`src/rtl/box_pkg.sv`:
```
// Shared screen geometry, colour constants, FSM encoding and size saturation for box_drawer.
package box_pkg;

  localparam int SCREEN_W = 160;
  localparam int SCREEN_H = 120;
  localparam int MAX_DIM  = 16;
  localparam int COLOUR_W = 3;

  localparam logic [COLOUR_W-1:0] COL_BLACK = 3'b000;
  localparam logic [COLOUR_W-1:0] COL_WHITE = 3'b111;
  localparam logic [COLOUR_W-1:0] COL_RED   = 3'b100;

  typedef enum logic [1:0] {
    IDLE = 2'd0,
    DRAW = 2'd1,
    DONE = 2'd2
  } state_t;

  // Oversize requests draw a MAX_DIM box rather than being rejected.
  function automatic logic [4:0] sat_dim(input logic [4:0] d);
    return (d > 5'(MAX_DIM)) ? 5'(MAX_DIM) : d;
  endfunction

endpackage

```
`src/rtl/raster_counter.sv`:
```
// Two-level cx/cy offset counter in raster order; exposes the offset that follows the
// current one and flags the last pixel of the box. Load wins over step.
module raster_counter (
  input  logic       clk,
  input  logic       reset,
  input  logic       i_load,
  input  logic       i_step,
  input  logic [4:0] i_w,
  input  logic [4:0] i_h,
  output logic [4:0] o_nxt_cx,
  output logic [4:0] o_nxt_cy,
  output logic       o_last
);

  logic [4:0] r_cx;
  logic [4:0] r_cy;
  logic [4:0] r_w;
  logic [4:0] r_h;
  logic       w_row_end;

  always_comb begin
    w_row_end = (r_cx == (r_w - 5'd1));
    o_last    = w_row_end && (r_cy == (r_h - 5'd1));
    o_nxt_cx  = w_row_end ? 5'd0 : (r_cx + 5'd1);
    o_nxt_cy  = w_row_end ? (r_cy + 5'd1) : r_cy;
  end

  always_ff @(posedge clk) begin
    if (reset) begin
      r_cx <= 5'd0;
      r_cy <= 5'd0;
      r_w  <= 5'd0;
      r_h  <= 5'd0;
    end else if (i_load) begin
      r_cx <= 5'd0;
      r_cy <= 5'd0;
      r_w  <= i_w;
      r_h  <= i_h;
    end else if (i_step) begin
      r_cx <= o_nxt_cx;
      r_cy <= o_nxt_cy;
    end
  end

endmodule

```
`src/rtl/box_drawer.sv`:
```
// Streams one box per req handshake to the VGA plot port, one pixel/clock, first pixel the cycle
// after accept; req_ready is low while busy. BOX_OUTLINE_EN adds req_outline (perimeter only).
module box_drawer
  import box_pkg::*;
(
  input  logic                clk,
  input  logic                reset,
  input  logic                req_valid,
  output logic                req_ready,
  input  logic [7:0]          req_x,
  input  logic [6:0]          req_y,
  input  logic [4:0]          req_w,
  input  logic [4:0]          req_h,
  input  logic [COLOUR_W-1:0] req_colour,
`ifdef BOX_OUTLINE_EN
  input  logic                req_outline,
`endif
  output logic [7:0]          vga_x,
  output logic [6:0]          vga_y,
  output logic [COLOUR_W-1:0] vga_colour,
  output logic                vga_plot,
  output logic                done
);

  state_t                r_state;
  logic                  r_ready;
  logic                  r_plot;
  logic                  r_done;
  logic [7:0]            r_vga_x;
  logic [6:0]            r_vga_y;
  logic [COLOUR_W-1:0]   r_vga_colour;
  logic [7:0]            r_x0;
  logic [6:0]            r_y0;
  logic [COLOUR_W-1:0]   r_colour;

  logic                  w_accept;
  logic                  w_zero;
  logic                  w_draw;
  logic [4:0]            w_w_sat;
  logic [4:0]            w_h_sat;
  logic [4:0]            w_nxt_cx;
  logic [4:0]            w_nxt_cy;
  logic                  w_last;
  logic [4:0]            w_px_cx;
  logic [4:0]            w_px_cy;
  logic [7:0]            w_base_x;
  logic [6:0]            w_base_y;
  logic [8:0]            w_sum_x;
  logic [7:0]            w_sum_y;
  logic                  w_clip;
  logic                  w_plot;

  assign req_ready  = r_ready;
  assign vga_x      = r_vga_x;
  assign vga_y      = r_vga_y;
  assign vga_colour = r_vga_colour;
  assign vga_plot   = r_plot;
  assign done       = r_done;

  raster_counter u_raster (
    .clk      (clk),
    .reset    (reset),
    .i_load   (w_accept),
    .i_step   (w_draw && !w_last),
    .i_w      (w_w_sat),
    .i_h      (w_h_sat),
    .o_nxt_cx (w_nxt_cx),
    .o_nxt_cy (w_nxt_cy),
    .o_last   (w_last)
  );

`ifdef BOX_OUTLINE_EN
  logic       r_outline;
  logic [4:0] r_w;
  logic [4:0] r_h;
  logic       w_ol;
  logic [4:0] w_dw;
  logic [4:0] w_dh;
  logic       w_edge;

  always_ff @(posedge clk) begin
    if (reset) begin
      r_outline <= 1'b0;
      r_w       <= 5'd0;
      r_h       <= 5'd0;
    end else if (w_accept) begin
      r_outline <= req_outline;
      r_w       <= w_w_sat;
      r_h       <= w_h_sat;
    end
  end

  always_comb begin
    w_ol   = w_draw ? r_outline : req_outline;
    w_dw   = w_draw ? r_w : w_w_sat;
    w_dh   = w_draw ? r_h : w_h_sat;
    w_edge = (w_px_cx == 5'd0) || (w_px_cx == (w_dw - 5'd1)) ||
             (w_px_cy == 5'd0) || (w_px_cy == (w_dh - 5'd1));
  end
`endif

  // The pixel being registered this edge: offset (0,0) of the incoming request on accept,
  // otherwise the successor of the pixel currently on the outputs.
  always_comb begin
    w_accept = req_valid && r_ready;
    w_zero   = (req_w == 5'd0) || (req_h == 5'd0);
    w_draw   = (r_state == DRAW);
    w_w_sat  = sat_dim(req_w);
    w_h_sat  = sat_dim(req_h);
    w_px_cx  = w_draw ? w_nxt_cx : 5'd0;
    w_px_cy  = w_draw ? w_nxt_cy : 5'd0;
    w_base_x = w_draw ? r_x0 : req_x;
    w_base_y = w_draw ? r_y0 : req_y;
    w_sum_x  = {1'b0, w_base_x} + {4'b0, w_px_cx};
    w_sum_y  = {1'b0, w_base_y} + {3'b0, w_px_cy};
    w_clip   = (w_sum_x >= 9'(SCREEN_W)) || (w_sum_y >= 8'(SCREEN_H));
`ifdef BOX_OUTLINE_EN
    w_plot   = !w_clip && (!w_ol || w_edge);
`else
    w_plot   = !w_clip;
`endif
  end

  always_ff @(posedge clk) begin
    if (reset) begin
      r_state      <= IDLE;
      r_ready      <= 1'b1;
      r_plot       <= 1'b0;
      r_done       <= 1'b0;
      r_vga_x      <= 8'd0;
      r_vga_y      <= 7'd0;
      r_vga_colour <= COL_BLACK;
      r_x0         <= 8'd0;
      r_y0         <= 7'd0;
      r_colour     <= COL_BLACK;
    end else begin
      case (r_state)
        IDLE: begin
          r_plot <= 1'b0;
          r_done <= 1'b0;
          if (w_accept) begin
            r_ready  <= 1'b0;
            r_x0     <= req_x;
            r_y0     <= req_y;
            r_colour <= req_colour;
            if (w_zero) begin
              r_state <= DONE;
              r_done  <= 1'b1;
            end else begin
              r_state      <= DRAW;
              r_vga_x      <= w_sum_x[7:0];
              r_vga_y      <= w_sum_y[6:0];
              r_vga_colour <= req_colour;
              r_plot       <= w_plot;
            end
          end
        end
        DRAW: begin
          if (w_last) begin
            r_state <= DONE;
            r_plot  <= 1'b0;
            r_done  <= 1'b1;
          end else begin
            r_vga_x      <= w_sum_x[7:0];
            r_vga_y      <= w_sum_y[6:0];
            r_vga_colour <= r_colour;
            r_plot       <= w_plot;
          end
        end
        DONE: begin
          r_state <= IDLE;
          r_done  <= 1'b0;
          r_ready <= 1'b1;
        end
        default: begin
          r_state <= IDLE;
          r_ready <= 1'b1;
          r_plot  <= 1'b0;
          r_done  <= 1'b0;
        end
      endcase
    end
  end

endmodule

```
`config.mk`:
```
export PLATFORM = sky130hd
export DESIGN_NAME = box_drawer
export DESIGN_NICKNAME = d
export VERILOG_FILES = /design/src/rtl/box_pkg.sv /design/src/rtl/raster_counter.sv /design/src/rtl/box_drawer.sv
export SDC_FILE = /design/constraint.sdc
export NUM_CORES = 1
export LEC_CHECK = 0
export BUFFER_PORTS_ARGS = -buffer_cell sky130_fd_sc_hd__buf_2
export CORE_MARGIN = 2
export CORE_UTILIZATION = 40
export DETAILED_ROUTE_END_ITERATION = 10
export HOLD_SLACK_MARGIN = 0.05
export MAX_ROUTING_LAYER = met4
export SETUP_SLACK_MARGIN = 0.15
export SYNTH_ARGS = -nofsm -noshare
export SYNTH_HDL_FRONTEND = slang
export SYNTH_HIERARCHICAL = 1
export SYNTH_SLANG_ARGS = --single-unit
```
`constraint.sdc`:
```
create_clock -name clk -period 10.1 [get_ports clk]
set_input_delay 0.505 -clock clk [delete_from_list [all_inputs] [get_ports clk]]
set_output_delay 0.505 -clock clk [all_outputs]
set_load 0.03 [all_outputs]
```
# [Yosys cells after proc, flatten, opt, wreduce, memory -nomap -nowiden]
# Cells that the tools add are included.
# W data, S select, Z words.
[word_totals] regBits=61 inputBits=31 output_inout_bits=21 word_cells=83
[op_classes] add_sub_neg=6 magnitude_cmp=4 n_eq_ne=8 muxes=34 bitwise_logic=1 n_reduce_logical=16
[op_table] op="$mux W8" n=4
[op_table] op="$mux W5" n=6
[op_table] op="$mux W7" n=4
[op_table] op="$pmux W8 S2" n=1
[op_table] op="$pmux W7 S2" n=1
[op_table] op="$add A5 B1 Y5 const B" n=2
[op_table] op="$eq A5 B5 Y1" n=2
[op_table] op="$gt A5 B5 Y1 const B" n=2
[op_table] op="$logic_not A5 Y1" n=2
[op_table] op="$sub A5 B1 Y5 const B" n=2
[op_table] op="$add A8 B5 Y9" n=1
[op_table] op="$ge A9 B8 Y1 const B" n=1
[op_table] op="$mux W3" n=3
[op_table] op="$add A7 B5 Y8" n=1
[op_table] op="$ge A8 B7 Y1 const B" n=1
[op_table] op="$mux W1" n=7
[op_table] op="$mux W2" n=3
[op_table] op="$pmux W3 S2" n=1
[op_table] op="$reduce_and A2 Y1" n=3
[op_table] op="$ne A2 B1 Y1 const B" n=2
[op_table] op="$ne A2 B2 Y1 const B" n=2
[op_table] op="$pmux W1 S2" n=2
[op_table] op="$pmux W2 S2" n=1
[op_table] op="$reduce_and A4 Y1" n=1
[op_table] op="other kinds (10)" n=14

# [Logic depth before layout (Yosys ltp)]
# Gate-level depths: netlist of the first run.
[logic_depth] word_depth=11 depth_mapped=16 mapped_depth_nobuf=16

# [Modules after synthesis]
# Netlist of the first run, hierarchy kept.
[by_module_without_submodules] module="box_drawer" n_inst=1 cells_each=313 area_each_um2=2396.0 seq_area_each_um2=820.8
[by_module_without_submodules] module="raster_counter" n_inst=1 cells_each=140 area_each_um2=1282.5 seq_area_each_um2=400.4

# [Worst setup path after synthesis of the first run]
# No wires, ideal clock.
[synth_timing] kind="register to register" start="register u_raster.r_w[0]" end="register r_vga_y[6], in the netlist vga_y[6]" setup_time_ps=88 arrival_time_ps=3113 required_time_ps=10012 setup_slack_ps=6899 stages_incl_launch_ff=15 n_path_buf=0 synth_period_minus_slack_ps=3201 path_cell_list="dfxtp_1 inv_1 ha_1 xor2_1 nand3_2 nor3_4 mux2_4 and2_1 fa_1 nand3_1 a21boi_1 o21ai_1 xnor2_1 nand2_1 a311oi_2"
[synth_between] elab_chain_cells=8 word_cells_on_any_way=12 cone_classes="2 x add/sub; 2 x eq/ne; 6 x mux; 2 x reduce/logical"
[synth_rtl] element="start: declaration" line="raster_counter.sv:17" source="logic [4:0] r_w;"
[synth_rtl] element="start signal: assignment" line="raster_counter.sv:37" source="r_w <= i_w;"
[synth_rtl] element="$sub A5 B1 Y5 *" line="raster_counter.sv:22" source="w_row_end = (r_cx == (r_w - 5'd1));"
[synth_rtl] element="$eq A5 B5 Y1 *" line="raster_counter.sv:22"
[synth_rtl] element="$mux W5 *" line="raster_counter.sv:25" source="o_nxt_cy = w_row_end ? (r_cy + 5'd1) : r_cy;"
[synth_rtl] element="via w_nxt_cy[1]" line="box_drawer.sv:42" source="logic [4:0] w_nxt_cy;"
[synth_rtl] element="$mux W5 *" line="box_drawer.sv:111" source="w_px_cy = w_draw ? w_nxt_cy : 5'd0;"
[synth_rtl] element="$add A7 B5 Y8 *" line="box_drawer.sv:115" source="w_sum_y = {1'b0, w_base_y} + {3'b0, w_px_cy};"
[synth_rtl] element="$mux W7" line="box_drawer.sv:146" source="if (w_zero) begin"
[synth_rtl] element="$mux W7" line="box_drawer.sv:141" source="if (w_accept) begin"
[synth_rtl] element="$pmux W7 S2 *" line="box_drawer.sv:137" source="case (r_state)"
[synth_rtl] element="end signal: assignment" line="box_drawer.sv:152" source="r_vga_y <= w_sum_y[6:0];"
[synth_rtl] element="end signal: assignment" line="box_drawer.sv:165" source="r_vga_y <= w_sum_y[6:0];"
[synth_rtl] element="end: declaration" line="box_drawer.sv:30" source="logic [6:0] r_vga_y;"
# Mark *: on every way through the listed nets, which the timed path passes. The rest lies on a longest branch. The select of a mux whose other input is x is not followed.
# A chain may end at the register's enable or synchronous reset.

# [Worst setup path after layout of the first run]
[layout_timing] start="register u_raster.r_w[0]" end="register r_vga_x[3], in the netlist vga_x[3]"
[layout_between] word_cells_on_any_way=12 cone_classes="2 x add/sub; 2 x eq/ne; 6 x mux; 2 x reduce/logical"
[layout_lines] element="$sub A5 B1 Y5" line="raster_counter.sv:22"
[layout_lines] element="$eq A5 B5 Y1" line="raster_counter.sv:22"
[layout_lines] element="$logic_and A1 B1 Y1" line="raster_counter.sv:23" source="o_last = w_row_end && (r_cy == (r_h - 5'd1));"
[layout_lines] element="via w_last" line="box_drawer.sv:43" source="logic w_last;"
[layout_lines] element="$ne A2 B2 Y1 (no source line)"
[layout_lines] element="$reduce_and A4 Y1 (no source line)"
[layout_lines] element="end signal: assignment" line="box_drawer.sv:151" source="r_vga_x <= w_sum_x[7:0];"
[layout_lines] element="end signal: assignment" line="box_drawer.sv:164" source="r_vga_x <= w_sum_x[7:0];"
[layout_lines] element="end: declaration" line="box_drawer.sv:29" source="logic [7:0] r_vga_x;"
# The timed path passes the listed nets, and every way through them passes these cells. The select of a mux whose other input is x is not followed.

==> results of run 1 <==
## kinds of logic after synthesis
family                   after synthesis
flip-flops                            61
multiplexers                          30
AO/OA/AOI/OAI                         64
buffers and inverters                 34
adder cells (fa/ha/maj)               16
AND/OR/NAND/NOR                      216
XOR/XNOR                              32
## final cells by class
| class | count | area (µm²) | area share (%) |
|---|---|---|---|
| clock inverters | 2 | 37.54 | 0.8905 |
| well taps | 108 | 135.1 | 3.206 |
| repair buffers | 54 | 277.8 | 6.589 |
| multi-input cells | 358 | 2313 | 54.88 |
| clock buffers | 14 | 192.7 | 4.571 |
| inverters | 10 | 37.54 | 0.8905 |
| flip-flops and latches | 61 | 1221 | 28.97 |
## flip-flops by register name (all words and copies together) (netlist names), 2 cells and up
signal / count
r_state: 2
u_raster/r_h: 5
vga_y: 7
r_y0: 7
r_x0: 8
vga_x: 8
vga_colour: 3
r_colour: 3
u_raster/r_cy: 5
u_raster/r_w: 5
u_raster/r_cx: 5
## power by group through the flow
stage,Sequential (mW),Clock (mW),Combinational (mW)
floorplan,0.293,0,0.0949
global placement,0.276,0,0.147
detailed placement,0.276,0,0.149
CTS,0.271,0.252,0.150
global route,0.273,0.262,0.166
finish,0.271,0.244,0.149
## metal layers
metal | vias up | global-route usage (%) | share of wire, %
met5 | - | - | 0
met4 | 0 | 6.955 | 1.8
met3 | 16 | 4.944 | 4.1
met2 | 66 | 31.39 | 48
met1 | 1506 | 23.36 | 46
li1 | 1625 | - | -
## path summary, 6_finish.rpt
path | end | slack [ns]
setup / recovery | vga_x[3] | 6.26
hold / removal | r_y0[3] | 0.41
setup reg to reg | vga_x[3] | 6.26
hold reg to reg | r_x0[7] | 0.46
## placed cells by master, fill, tap and decap left out, types with 3 or more instances in the layout
master    synthesis  layout
nand2_1          90      90
dfxtp_1          61      61
nor2_1           51      51
buf_2             2      51
mux2i_1          29      29
a21oi_1          26      26
xnor2_1          18      18
nand3_1          14      14
ha_1             14      14
clkbuf_8          0      14
nor2b_1          12      12
and2_1           11      11
xor2_1           11      11
inv_1            10      10
or3_1             7       7
o21ai_0           7       7
nor3_1            7       6
o21ai_1           4       4
a211oi_2          4       4
a311oi_2          4       4
and4_1            4       4
nand2b_1          3       3
buf_4             1       3
nand4_1           3       3
nand3b_1          3       3
## synthesized netlist by cell type (all sizes together), types with 5 or more instances
| cell type | number |
|---|---|
| a211oi | 5 |
| a21oi | 26 |
| and2 | 11 |
| buf | 6 |
| clkbuf | 18 |
| dfxtp | 61 |
| ha | 14 |
| inv | 10 |
| mux2i | 29 |
| nand2 | 90 |
| nand3 | 15 |
| nor2 | 51 |
| nor2b | 12 |
| nor3 | 9 |
| o21ai | 11 |
| or3 | 7 |
| xnor2 | 20 |
| xor2 | 11 |
## metrics by stage
step                      hold slack [ns]  area [µm²]  utilization [%]
after floorplan                    0.4357        3679                -
after global placement             0.4424        3985            45.25
after detailed placement           0.4460        3985            45.25
after CTS                          0.3959        4215            47.87
after global routing               0.4041        4215            47.87
final                              0.4105        4215            47.87
## tightest hold or removal path, cell delays in order
cell	delay, ns
buf_2	0.10
nand2_1	0.05
a21oi_1	0.05
==> results.yml, run 1 <==
power:
  powerDensity_nw_per_um2: 157.5
  p_leak_nw: 1.833
  ir_worst_vdd_v: 0.0001124
  p_switching_mw: 0.2041
  power_frac_comb_pct: 22.4
  pwr-share-clk_pct: 36.8
  power_mw: 0.6641
  seqPwrFrac_pct: 40.8
  internal-power_mw: 0.4600
  p_sw_share_pct: 30.73
critical_path:
  path_buf_inv: 1
  critPathMaxFanout: 28
  r2r_cells: 10
  startpoint: "u_raster/r_w[0]"
  cp_common_cell: "nor2_1"
  cp.arrival_ns: 4.05
  r2r-start: "u_raster/r_w[0]"
  slowest_delay_ns: 0.93
  cp_slowest_cell: "a21o_1"
  crit_required_ns: 10.31
  cp.depth: 10
  crit_family: "simple AND/OR/NAND/NOR gates"
  worstSetupStartpointType: "flop"
  endpoint_kind: "flop"
  cp_cell_sequence: "inv_1, ha_1, nor3b_2, xnor2_2, nor3_4, and4_1, nor2_1, a21o_1, mux2i_1, nor2_1"
  worstSetupPathType: "reg -> reg"
worst_hold_path:
  hold_class: "in -> reg"
  whs_path_depth: 3
  worst_hold_startpoint: "req_y[3]"
timing:
  drv_slew: 0
  setup_viol: 0
  setup_slack_ns: 6.259
  skew_ns: 0.004986
  min_period_ns: 3.841
  rsz0062_at_grt: "false"
  tns_ns: 0
  clock.fmax_ghz: 0.2604
  timing.final.crit_share_pct: 38.03
  worst_pin_slew_ns: 1.159
  hold_violations: 0
  maxSlewHeadroom_pct: 22.73
cts:
  ctsHtreeMaxLevel: 3
  root_buffer: "clkbuf_8"
  clk_latency_ns: 0.34
  cts_resized: 0
  post-cts-setup-buffers: 0
  cts_tree: "yes"
  clkSlewWorstSetupHoldPaths_ns: 0.07
  clk_path_buf_depth: 2
  numCtsBuffers: 9
  hold_buffers: 0
  clock-sinks: 61
yosys:
  synth_mux_area_share_pct: 8.299
  synth_area_leader_cell: "dfxtp_1"
  synth.top_cell.area_share_pct: 33.20
  ys_seq_area_share_pct: 33.20
  synth.distinct_cells: 54
  synth_edf_count: 0
  synth_area_leaders: "dfxtp_1 (33%), nand2_1 (9.2%), mux2i_1 (7.9%)"
  synth_compound_gate_area_share_pct: 12.07
  synth_top_family_by_area: "simple AND/OR/NAND/NOR gates"
  syn-cell-area_um2: 3679
  synthXorXnorAreaFrac_pct: 8.435
  ys_ff_latch: 61
  synth_adder_area_share_pct: 5.850
  async_flop_share_pct: 0
  yosys.area_share.simple_pct: 28.10
  synth_fp_nets: 500
  netlist_instances: 453
  dominantRegCellSynth: "dfxtp_1"
  synth.avg_cell_area_um2: 8.120
  yosysWarnings: 6
route:
  drtPass1Iterations: 4
  drt_wl_total_um: 8680
  drc_errors: 0
  drt_iter0_drc: 97
  ant_nets: 0
  vias_per_cell: 5.293
  vias: 3213
  wl_per_cell_um: 14.30
floorplan:
  fp.dieH_um: 99.90
  die_area_um2: 9979
  die_x_um: 99.90
  rows: 34
  design.core.area_um2: 8806
  io_pins: 52
  start_util_pct: 41.77
placement:
  gp_congestion: 0.8580
  dp_cells: 591
  place_ws_ns: 6.236
  dp_hpwl_um: 6161
  portBuffers: 51
outcome:
  run_status: "complete, no violations"
cells_and_area:
  fillCellCount: 873
  drive_above_1_share_pct: 17.64
  area_delta_synth_final_pct: 14.59
  final_cells: 607
  n_antenna_cell: 0
  nNetsFinal: 541
global_routing:
  gr-usage-all-layers_pct: 19.35
  grt_pass1_vias: 3221
  antenna_found_initial: 0
  grt_overflow: 0
  grt_max_degree: 54
  grt_first_pass_wirelength_um: 15040
run:
  drv_cap: 0
Note: power is estimated with default switching activity, not from simulation.
==> run 2, diff against run 1 <==
ABC_AREA = 1   (was default)
clock period = 3.28 ns   (was 10.1 ns; I/O delays follow)
==> run 2 against run 1 <==
Compared with the run above:
- clock power rose to 3.1 times the previous value
- final cell count up 24%
- clock-buffer cell count down 5
- setup slack worse by 5.9 ns
- sequential cell count unchanged
- first-iteration DRC count up 16%
- register-to-register slack worse by 5.9 ns
- sequential power rose to 3.3 times the previous value
- maximum frequency up 29%
- core utilization up 2.9 points
- final area up 9.6%
==> results.yml, run 2 <==
outcome:
  run_status: "complete, no violations"
timing:
  rsz0062_at_grt: "false"
  timing.final.crit_share_pct: 90.56
  min_period_ns: 2.970
  hold_violations: 0
  worst_pin_slew_ns: 1.009
  skew_ns: 0.006716
  drv_slew: 0
  setup_viol: 0
  maxSlewHeadroom_pct: 32.69
  setup_slack_ns: 0.3097
  clock.fmax_ghz: 0.3367
  hold_ws_ns: 0.06232
placement:
  place_ws_ns: -0.002308
  dp_hpwl_um: 6439
  portBuffers: 51
  gp_congestion: 0.8796
  dp_cells: 711
  dpl_cell_area_um2: 4040
cts:
  root_buffer: "clkbuf_8"
  clk_latency_ns: 0.35
  ctsHtreeMaxLevel: 3
  clkSlewWorstSetupHoldPaths_ns: 0.07
  numCtsBuffers: 9
  cts_tree: "yes"
  clk_path_buf_depth: 2
  clock-sinks: 61
critical_path:
  critPathMaxFanout: 4
  worstSetupStartpointType: "flop"
  cp.arrival_ns: 3.20
  worstSetupPathType: "reg -> reg"
  crit_required_ns: 3.51
  endpoint_kind: "flop"
yosys:
  synth.distinct_cells: 32
  syn-cell-area_um2: 3709
  ys_seq_area_share_pct: 32.93
  yosysMostFrequentCell: "nand2_1"
  synthTopCellsByCount: "nand2_1 (131), inv_1 (82), nor2_1 (80)"
  yosysWarnings: 6
  ys_ff_latch: 61
  synth_edf_count: 0
  synth_area_leader_cell: "dfxtp_1"
  synth.avg_cell_area_um2: 6.564
  synth_area_leaders: "dfxtp_1 (33%), nand2_1 (13%), inv_1 (8.3%)"
  synth.top_cell.area_share_pct: 32.93
  dominantRegCellSynth: "dfxtp_1"
  netlist_instances: 565
  async_flop_share_pct: 0
  synth_fp_nets: 612
route:
  drt_iter0_drc: 113
  drt_wl_total_um: 9340
  vias: 3618
  wl_per_cell_um: 12.45
  ant_nets: 0
  drc_errors: 0
  vias_per_cell: 4.824
  drtPass1Iterations: 4
power:
  powerDensity_nw_per_um2: 523.5
  ir_worst_vdd_v: 0.0002714
  p_leak_nw: 2.351
cells_and_area:
  final_core_util_pct: 50.74
  final_cells: 750
  layout_commonest_cell: "nand2_1"
  final_cell_mix: "nand2_1 (114), inv_1 (80), nor2_1 (77)"
  area_delta_synth_final_pct: 24.63
  nNetsFinal: 681
  drive_above_1_share_pct: 24.73
  n_antenna_cell: 0
  fin_area_um2: 4622
floorplan:
  io_pins: 52
  fp.dieH_um: 100.3
  design.core.area_um2: 9109
  die_area_um2: 10060
  die_x_um: 100.3
  rows: 35
  start_util_pct: 40.71
global_routing:
  gr-usage-all-layers_pct: 19.21
  use_met2_pct: 27.57
  grt_overflow: 0
  grt_max_degree: 39
  antenna_found_initial: 0
  grt_pass1_vias: 3180
  grtUsageMet3_pct: 3.621
  grt_busiest_layer: "met2"
  use_met1_pct: 27.25
  grt_first_pass_wirelength_um: 15010
worst_hold_path:
  hold_class: "in -> reg"
run:
  drv_cap: 0
run 2: cell count changes after synthesis, moves of 16 or more:
| cell | change |
|---|---|
| inv_1 | +72 |
| nand2_1 | +41 |
| o21ai_0 | +34 |
| mux2i_1 | -29 |
| nor2_1 | +29 |
| nand3_1 | +16 |
run 2: path summary, 6_finish.rpt:
check / start / endpoint / slack [ns] / cells after the start
setup / recovery: u_raster/r_w[0] / vga_plot / 0.31 / 26
hold / removal: req_y[1] / r_y0[1] / 0.06 / 3
setup reg to reg: u_raster/r_w[0] / vga_plot / 0.31 / 26
hold reg to reg: r_x0[7] / r_x0[7] / 0.46 / 2
run 2: cells by family (layout without fill, tap and decap cells):
| family | count (synthesis) | count (layout) | share of synthesized area (%) |
|---|---|---|---|
| AO/OA/AOI/OAI | 96 | 96 | 14.31 |
| XOR/XNOR | 16 | 16 | 3.779 |
| adder cells (fa/ha/maj) | 16 | 16 | 5.803 |
| buffers and inverters | 111 | 185 | 12.01 |
| flip-flops | 61 | 61 | 32.93 |
| AND/OR/NAND/NOR | 265 | 265 | 31.17 |
run 2: final cells by class:
cell class                 instances  area [µm²]
fill                             915        4487
multi-input combinational        393        2186
timing repair buffer              79       508.0
clock buffer                       9       123.9
clock inverter                     7       98.84
sequential                        61        1224
inverter                          90       342.8
tap                              111       138.9
run 2: layer usage:
layer	share of wire, %	vias to the layer above
li1	-	1910
met1	51	1623
met2	44	74
met3	3.9	11
met4	1.4	0
met5	0	-
run 2: through the flow:
stage	power, mW	setup TNS [ns]
after floorplan	1.419	0
final	2.420	0
after global routing	2.576	0
after detailed placement	1.593	-0.002308
after global placement	1.587	0
after CTS	2.373	0
run 2: timing repair:
item | CTS | global route
endpoints found under the hold margin | 6 | 0
gates cloned | 0 | 0
pin swaps | 0 | 24
hold buffers | 6 | 0
setup endpoints to repair | 2 | 6
gates resized for setup | 2 | 45
setup buffers | 3 | 14
run 2: power breakdown:
part | internal, mW | switching [mW]
logic | 0.263 | 0.493
clock network | 0.431 | 0.332
registers | 0.839 | 0.0611
total | 1.53 | 0.886
run 2: critical path, cell delays in order (launching register included):
cell     delay (ns)
dfxtp_2        0.35
inv_4          0.05
ha_4           0.26
inv_1          0.03
nand2_1        0.05
nand2_1        0.04
nor2_1         0.10
nand2_1        0.09
nor2_4         0.14
nand2_4        0.08
buf_12         0.14
nand2_4        0.05
nand2_1        0.05
inv_1          0.08
nor2_2         0.05
ha_2           0.20
fa_2           0.42
nand3_4        0.08
nand2_2        0.05
nand2_2        0.08
nand2_2        0.08
nand2_1        0.06
nand2_1        0.07
nand2_1        0.07
nand2_1        0.06
nand3_2        0.07
a21oi_2        0.05
